### src/rtl/sig_align_pipe.sv
// Two-stage significand aligner: stage 1 shifts each lane's hidden-one significand, stage 2 emits two signed copies.
// Define SIG_ALIGN_STICKY_EN to build the per-lane sticky bit; otherwise sticky is tied to zero.
module sig_align_pipe #(
    parameter int EXP_WIDTH  = 4,
    parameter int SIG_WIDTH  = 4,
    parameter int LOW_EXPAND = 2,
    parameter int LANES      = 4,
    localparam int W         = SIG_WIDTH + 4 + LOW_EXPAND
) (
    input  logic                       clk,
    input  logic                       rst_n,
    input  logic                       flush,
    input  logic                       in_valid,
    output logic                       in_ready,
    input  logic [EXP_WIDTH*LANES-1:0] exp_offset_num,
    input  logic [SIG_WIDTH*LANES-1:0] significand,
    input  logic [LANES-1:0]           sign,
    input  logic [LANES-1:0]           complement_sign1,
    input  logic [LANES-1:0]           complement_sign2,
    output logic                       out_valid,
    input  logic                       out_ready,
    output logic [W*LANES-1:0]         adder_num1,
    output logic [W*LANES-1:0]         adder_num2,
    output logic [LANES-1:0]           sticky
);

    localparam int MW = W - 1;

    logic                      v1_q, v1_d, v2_q, v2_d;
    logic                      ld1, ld2, accept;
    logic [LANES-1:0][MW-1:0]  a_q, a_d;
    logic [LANES-1:0]          zero_q, zero_d;
    logic [LANES-1:0]          neg1_q, neg1_d, neg2_q, neg2_d;
    logic [LANES-1:0][W-1:0]   num1_q, num1_d, num2_q, num2_d;
    logic [MW-1:0]             m_l, sh_l;
    logic [EXP_WIDTH-1:0]      off_l;
`ifdef SIG_ALIGN_STICKY_EN
    logic [LANES-1:0]          st_q, st_d, sticky_q, sticky_d;
`endif

    // Zero lanes must stay zero regardless of neg, so the -0 case never sets the sign bit.
    function automatic logic [W-1:0] signed_copy(input logic neg, input logic zero,
                                                 input logic [MW-1:0] a);
        logic [MW-1:0] t;
        t = neg ? (~a + 1'b1) : a;
        return zero ? '0 : {neg, t};
    endfunction

    always_comb begin
        // NOTE: every variable gets a default before any conditional update, so no latch is inferred.
        ld2      = !v2_q || out_ready;
        ld1      = !v1_q || ld2;
        in_ready = ld1 && !flush;
        accept   = in_valid && in_ready;

        v1_d = flush ? 1'b0 : (ld1 ? accept : v1_q);
        v2_d = flush ? 1'b0 : (ld2 ? v1_q : v2_q);

        a_d    = a_q;
        zero_d = zero_q;
        neg1_d = neg1_q;
        neg2_d = neg2_q;
        num1_d = num1_q;
        num2_d = num2_q;
        m_l    = '0;
        sh_l   = '0;
        off_l  = '0;
`ifdef SIG_ALIGN_STICKY_EN
        st_d     = st_q;
        sticky_d = sticky_q;
`endif

        for (int i = 0; i < LANES; i++) begin
            off_l = exp_offset_num[EXP_WIDTH*i +: EXP_WIDTH];
            m_l   = {3'b001, significand[SIG_WIDTH*i +: SIG_WIDTH], {LOW_EXPAND{1'b0}}};
            sh_l  = m_l >> off_l;
            if (accept) begin
                a_d[i]    = sh_l;
                zero_d[i] = (sh_l == '0);
                neg1_d[i] = sign[i] ^ complement_sign1[i];
                neg2_d[i] = sign[i] ^ complement_sign2[i];
`ifdef SIG_ALIGN_STICKY_EN
                // Shifts of W-1 or more leave an all-ones mask; the hidden one then forces sticky high.
                st_d[i] = |(m_l & ~({MW{1'b1}} << off_l));
`endif
            end
            if (ld2 && v1_q) begin
                num1_d[i] = signed_copy(neg1_q[i], zero_q[i], a_q[i]);
                num2_d[i] = signed_copy(neg2_q[i], zero_q[i], a_q[i]);
`ifdef SIG_ALIGN_STICKY_EN
                sticky_d[i] = st_q[i];
`endif
            end
        end
    end

    // NOTE: data registers are reset as well, so outputs read zero immediately on rst_n low.
    always_ff @(posedge clk or negedge rst_n) begin
        if (!rst_n) begin
            v1_q     <= 1'b0;
            v2_q     <= 1'b0;
            a_q      <= '0;
            zero_q   <= '0;
            neg1_q   <= '0;
            neg2_q   <= '0;
            num1_q   <= '0;
            num2_q   <= '0;
`ifdef SIG_ALIGN_STICKY_EN
            st_q     <= '0;
            sticky_q <= '0;
`endif
        end else begin
            // NOTE: non-blocking assignments keep every flop sampling pre-edge values.
            v1_q     <= v1_d;
            v2_q     <= v2_d;
            a_q      <= a_d;
            zero_q   <= zero_d;
            neg1_q   <= neg1_d;
            neg2_q   <= neg2_d;
            num1_q   <= num1_d;
            num2_q   <= num2_d;
`ifdef SIG_ALIGN_STICKY_EN
            st_q     <= st_d;
            sticky_q <= sticky_d;
`endif
        end
    end

    assign out_valid  = v2_q;
    assign adder_num1 = num1_q;
    assign adder_num2 = num2_q;
`ifdef SIG_ALIGN_STICKY_EN
    assign sticky     = sticky_q;
`else
    assign sticky     = '0;
`endif

endmodule

### config.mk
export PLATFORM = sky130hd
export DESIGN_NAME = sig_align_pipe
export DESIGN_NICKNAME = d
export VERILOG_FILES = /design/src/rtl/sig_align_pipe.sv
export SDC_FILE = /design/constraint.sdc
export NUM_CORES = 1
export LEC_CHECK = 0
export BUFFER_PORTS_ARGS = -buffer_cell sky130_fd_sc_hd__buf_2
export CORE_ASPECT_RATIO = 0.8
export CORE_MARGIN = 5
export CORE_UTILIZATION = 50
export CTS_CLUSTER_DIAMETER = 120
export CTS_CLUSTER_SIZE = 14
export DETAILED_ROUTE_END_ITERATION = 8
export PLACE_DENSITY = 0.74
export SYNTH_ARGS = -nofsm -noshare
export SYNTH_HDL_FRONTEND = slang
export SYNTH_SLANG_ARGS = --single-unit
### constraint.sdc
create_clock -name clk -period 1.9 [get_ports clk]
set_input_delay 0.19 -clock clk [delete_from_list [all_inputs] [get_ports clk]]
set_output_delay 0.19 -clock clk [all_outputs]
set_load 0.02 [all_outputs]
# Word level (Yosys, flattened, before mapping)
# Index checks and enable logic that the tools add are counted.
# Widths: inputs -> output; s select.
# totals
regBits	130
in_bits	49
out_inout_bits	86
word_cells	71
# classes
n_addsub	4
shift	4
mux	20
n_bitwise	12
reduce_logical	14
# ops
cell	n
$mux 10	8
$mux 9	8
$add 9x1->9 const B	4
$logic_not 9->1	4
$not 9->9	4
$shr 7x4->9	4
$xor 1x1->1	8
$mux 1	4
$reduce_bool 2->1	2
$logic_and 1x1->1	3
$logic_not 1->1	3
$logic_or 1x1->1	2

# Logic depth before layout (Yosys ltp)
# logic_depth
depth_word	7
mapped_depth	7
ltp_nobuf	6

# Worst setup path before layout
# No wires, ideal clock.
# synth_timing
path_kind	register -> register
start	register a_q[1] (netlist bit)
end	register num1_q (netlist bit adder_num1[6])
setup_ns	0.123
arrival_time_ns	1.434
required_time_ns	1.777
slack_ns	0.343
path_stages_with_launch	7
path_buffers	0
period_less_slack_ns	1.557
path_cell_list	dfrtp_1 > inv_1 > ha_1 > or3b_4 > o31ai_4 > xor2_1 > o21ai_1
# synth_via
elab_chain_cells	4
# synth_rtl
item	line	rtl
start, declared	31	logic [LANES-1:0][MW-1:0] a_q, a_d;
start signal, assigned	102	a_q <= '0;
start signal, assigned	116	a_q <= a_d;
$not 9->9	45	t = neg ? (~a + 1'b1) : a;
$add 9x1->9	45	
$mux 9	45	
$mux 10	46	return zero ? '0 : {neg, t};
end signal, assigned	120	num1_q <= num1_d;
end, declared	34	logic [LANES-1:0][W-1:0] num1_q, num1_d, num2_q, num2_d;
# No other way between the ends.
# A chain may end at the register's enable or synchronous reset.

# Worst setup path after layout
# layout_timing
start	register a_q[1] (netlist bit)
end	register num1_q (netlist bit adder_num1[8])
# Same word-level chain as after synthesis.

==> insert_results.sql <==
INSERT INTO impl_metrics (metric_group, metric, value, unit) VALUES
('sta', 'maxSlewViolCount', '0', ''),
('placement', 'dpl.hpwl', '10600', 'um'),
('global_route', 'global_route_wire_length_before_repair', '23700', 'um'),
('route', 'dr_total_vias', '4963', ''),
('cts', 'cts-buffers-inserted', '17', ''),
('synth', 'synthDominantCellAreaShare', '46.3', '%'),
('setup_path', 'timing.critical_path.arrival', '2030', 'ps'),
('synth', 'ys_async_sr_fraction', '100', '%'),
('setup_path', 'cp-end-kind', 'register', ''),
('sta', 'report.final.hold_viol_count', '0', ''),
('global_route', 'global_route_total_usage_across_every_layer', '19.4', '%'),
('route', 'post-route-drc-count', '0', ''),
('hold_path', 'hp-start', 'in_valid', ''),
('synth', 'yosysMostFrequentCell', 'nand2_1', ''),
('flow_run', 'cap_violations', '0', ''),
('synth', 'warnings_from_yosys', '0', ''),
('synth', 'synth_top_cells_by_area', 'dfrtp_1, nand2_1, xor2_1', ''),
('cts', 'cts_post_setup_buffers_inserted', '0', ''),
('synth', 'synth_enable_flop_cells', '0', ''),
('route', 'drt_iter0_drc', '234', ''),
('synth', 'top_cells_by_instance_count_after_synthesis', 'nand2_1, dfrtp_1, o21ai_1', ''),
('layout', 'insertedDiodeCount', '0', ''),
('cts', 'tritoncts_num_sinks', '118', ''),
('floorplanning', 'floorplan.core_area', '0.0123', 'mm2'),
('cts', 'cts.htree.levels', '4', ''),
('power_and_ir_drop', 'ir_drop', '0.763', 'mV'),
('layout', 'layout.area.seq', '0.00295', 'mm2'),
('floorplanning', 'std_cell_rows', '36', ''),
('route', 'drt_pass1_iterations', '5', ''),
('placement', 'place_congestion', '0.873', ''),
('global_route', 'first_global_vias', '4860', ''),
('hold_path', 'hold_class', 'in -> reg', ''),
('layout', 'drive_above_1_share', '28.9', '%'),
('global_route', 'grt_antenna_before_repair', '0', ''),
('placement', 'placement.io_buffers', '130', ''),
('setup_path', 'critical_register_to_register_path_startpoint', 'a_q[1]', ''),
('power_and_ir_drop', 'report.power.total', '9.06', 'mW'),
('cts', 'worstSkewPairLatency', '420', 'ps'),
('cts', 'cts_tree', 'built', ''),
('placement', 'post-place-cells', '898', ''),
('synth', 'synth_flop_cell', 'dfrtp_1', ''),
('floorplanning', 'floorplan.die.height', '111', 'um'),
('route', 'viasPerCell', '5.33', ''),
('synth', 'syn_avg_cell_area', '9.95', 'um2'),
('setup_path', 'required', '2200', 'ps'),
('sta', 'number_of_setup_violations_in_the_final_report', '0', ''),
('power_and_ir_drop', 'cellLeakagePower', '3.75', 'nW'),
('setup_path', 'crit_path_start', 'a_q[1]', ''),
('floorplanning', 'die-area', '0.0151', 'mm2'),
('layout', 'final_cell_count_no_fill', '932', ''),
('synth', 'yosys.cell_types.count', '44', ''),
('synth', 'synth-seq-area-share', '46.3', '%'),
('setup_path', 'critical_path_fanouts_max', '5', ''),
('sta', 'final.setup.tns', '0', 'ps'),
('sta', 'maxSlewHeadroom', '63.9', '%'),
('floorplanning', 'chipWidth', '136', 'um'),
('sta', 'layout_min_cycle_time', '1730', 'ps'),
('synth', 'synth_seq_cells', '118', ''),
('setup_path', 'worstSetupStartpointType', 'register', ''),
('route', 'ant_nets', '0', ''),
('global_route', 'maximum_number_of_pins_on_one_net_before_global_route_repair', '73', ''),
('cts', 'clock_tree.buffer_depth', '2', ''),
('synth', 'instance_count_of_the_mapped_netlist', '641', ''),
('sta', 'finClkSkew', '13.0', 'ps'),
('layout', 'syn_to_final_growth', '20.8', '%'),
('sta', 'holdWs', '21.0', 'ps'),
('synth', 'syn-cell-area', '0.00638', 'mm2'),
('status', 'status', 'completed', ''),
('layout', 'fillers', '1038', ''),
('synth', 'cell_accounting_for_the_most_synthesized_area', 'dfrtp_1', ''),
('route', 'routed_wire_length_per_instance', '15.3', 'um'),
('sta', 'rsz0062_at_grt', 'no', ''),
('route', 'route.final.wire_length', '14200', 'um'),
('sta', 'timing.final.crit_share', '91.0', '%'),
('setup_path', 'worstSetupPathType', 'reg -> reg', ''),
('sta', 'max_freq', '0.578', 'GHz'),
('layout', 'multi_input_area', '0.00297', 'mm2'),
('power_and_ir_drop', 'power_per_cell_area', '1180', 'mW/mm2'),
('floorplanning', 'io_pins', '135', ''),
('layout', 'fin_nets', '801', ''),
('cts', 'clk_pin_slew_worst_paths', '50', 'ps'),
('global_route', 'grt.overflow.total', '0', ''),
('floorplanning', 'initial_core_util', '51.7', '%'),
('sta', 'worstMarginPinSlew', '542', 'ps'),
('cts', 'clockRootBuffer', 'clkbuf_16', '');
[flip-flops by register name, indices dropped and copies added, names as in the netlist]
| register | count |
|---|---|
| adder_num1 | 40 |
| adder_num2 | 36 |
| a_q | 28 |
| neg1_q | 4 |
| neg2_q | 4 |
| zero_q | 4 |
| out_valid | 1 |
| v1_q | 1 |
[worst max-delay path, cell delays in order, from the launching register on]
cell and delay, ps:
dfrtp_1 420, inv_1 70, ha_1 180, or3b_4 450, nor4_2 200, inv_1 100
a22o_1 180
[placed cells by master, fill, tap and decap left out, types with 8 or more instances in the layout]
master / n
buf_4: 10
inv_1: 22
nor2_1: 26
xor2_1: 32
xnor2_1: 16
a22o_1: 16
o21ai_0: 27
buf_2: 129
clkbuf_16: 17
mux2i_1: 12
nand2_1: 132
clkbuf_8: 9
o31ai_2: 8
a32oi_1: 8
o31ai_4: 8
o21ai_1: 41
o31ai_1: 16
a21o_1: 12
dfrtp_1: 118
nor2b_1: 9
[where the power goes]
group	switching [mW]	internal, mW	total, mW
registers	0.411	2.92	3.34
clock network	1.08	2.51	3.58
logic	1.28	0.858	2.14
total	2.77	6.29	9.06
[worst paths after layout]
path,end,slack (ps),cells after the start
setup / recovery,adder_num1[8],170,6
hold / removal,v1_q,20,3
setup reg to reg,adder_num1[8],170,6
hold reg to reg,adder_num2[9],470,1
max in group asynchronous,adder_num2[29],950,3
min in group asynchronous,adder_num2[13],310,2
[final cells by class]
type                       instances  share of cell area (%)
inverter                          22                    1.07
clock inverter                     6                    1.72
timing repair buffer             144                    10.4
multi-input combinational        445                    38.6
sequential                       118                    38.3
tap                              171                    2.78
clock buffer                      26                    7.13
[cells by family after synthesis]
group | after synthesis | share of synthesized area [%]
compound gates | 166 | 20.6
xor+xnor | 48 | 6.59
fa+ha+maj | 4 | 0.785
buf+inv | 81 | 7.50
flops | 118 | 46.3
mux | 16 | 2.59
other cells | 1 | 0.0588
simple gates | 207 | 15.5
[per-layer routing]
metal  up-vias  part of all wire, %  wire length [um]  GRT usage [%]
li1       2428                    -                 -              -
met2       126                   47              6710           30.7
met3        11                  5.6               792           4.26
met1      2398                   46              6570           26.2
met4         0                 0.99               141           6.72
met5         -                    0                 0              0
[stage by stage]
step / worst slack [ps] / instance area [um2] / utilization (%)
floorplan: 343 / 6390 / -
global placement: 201 / 7000 / 56.7
detailed placement: 75.7 / 7000 / 56.7
CTS: 67.8 / 7700 / 62.4
global route: 54.7 / 7700 / 62.4
finish: 170 / 7700 / 62.4
[repair_timing]
action                     CTS  global route
hold buffers                 2             0
setup endpoints to repair    0            40
resized for setup            0             4
hold endpoints to repair    35             0
No activity file was read; power rests on OpenSTA's default activity.
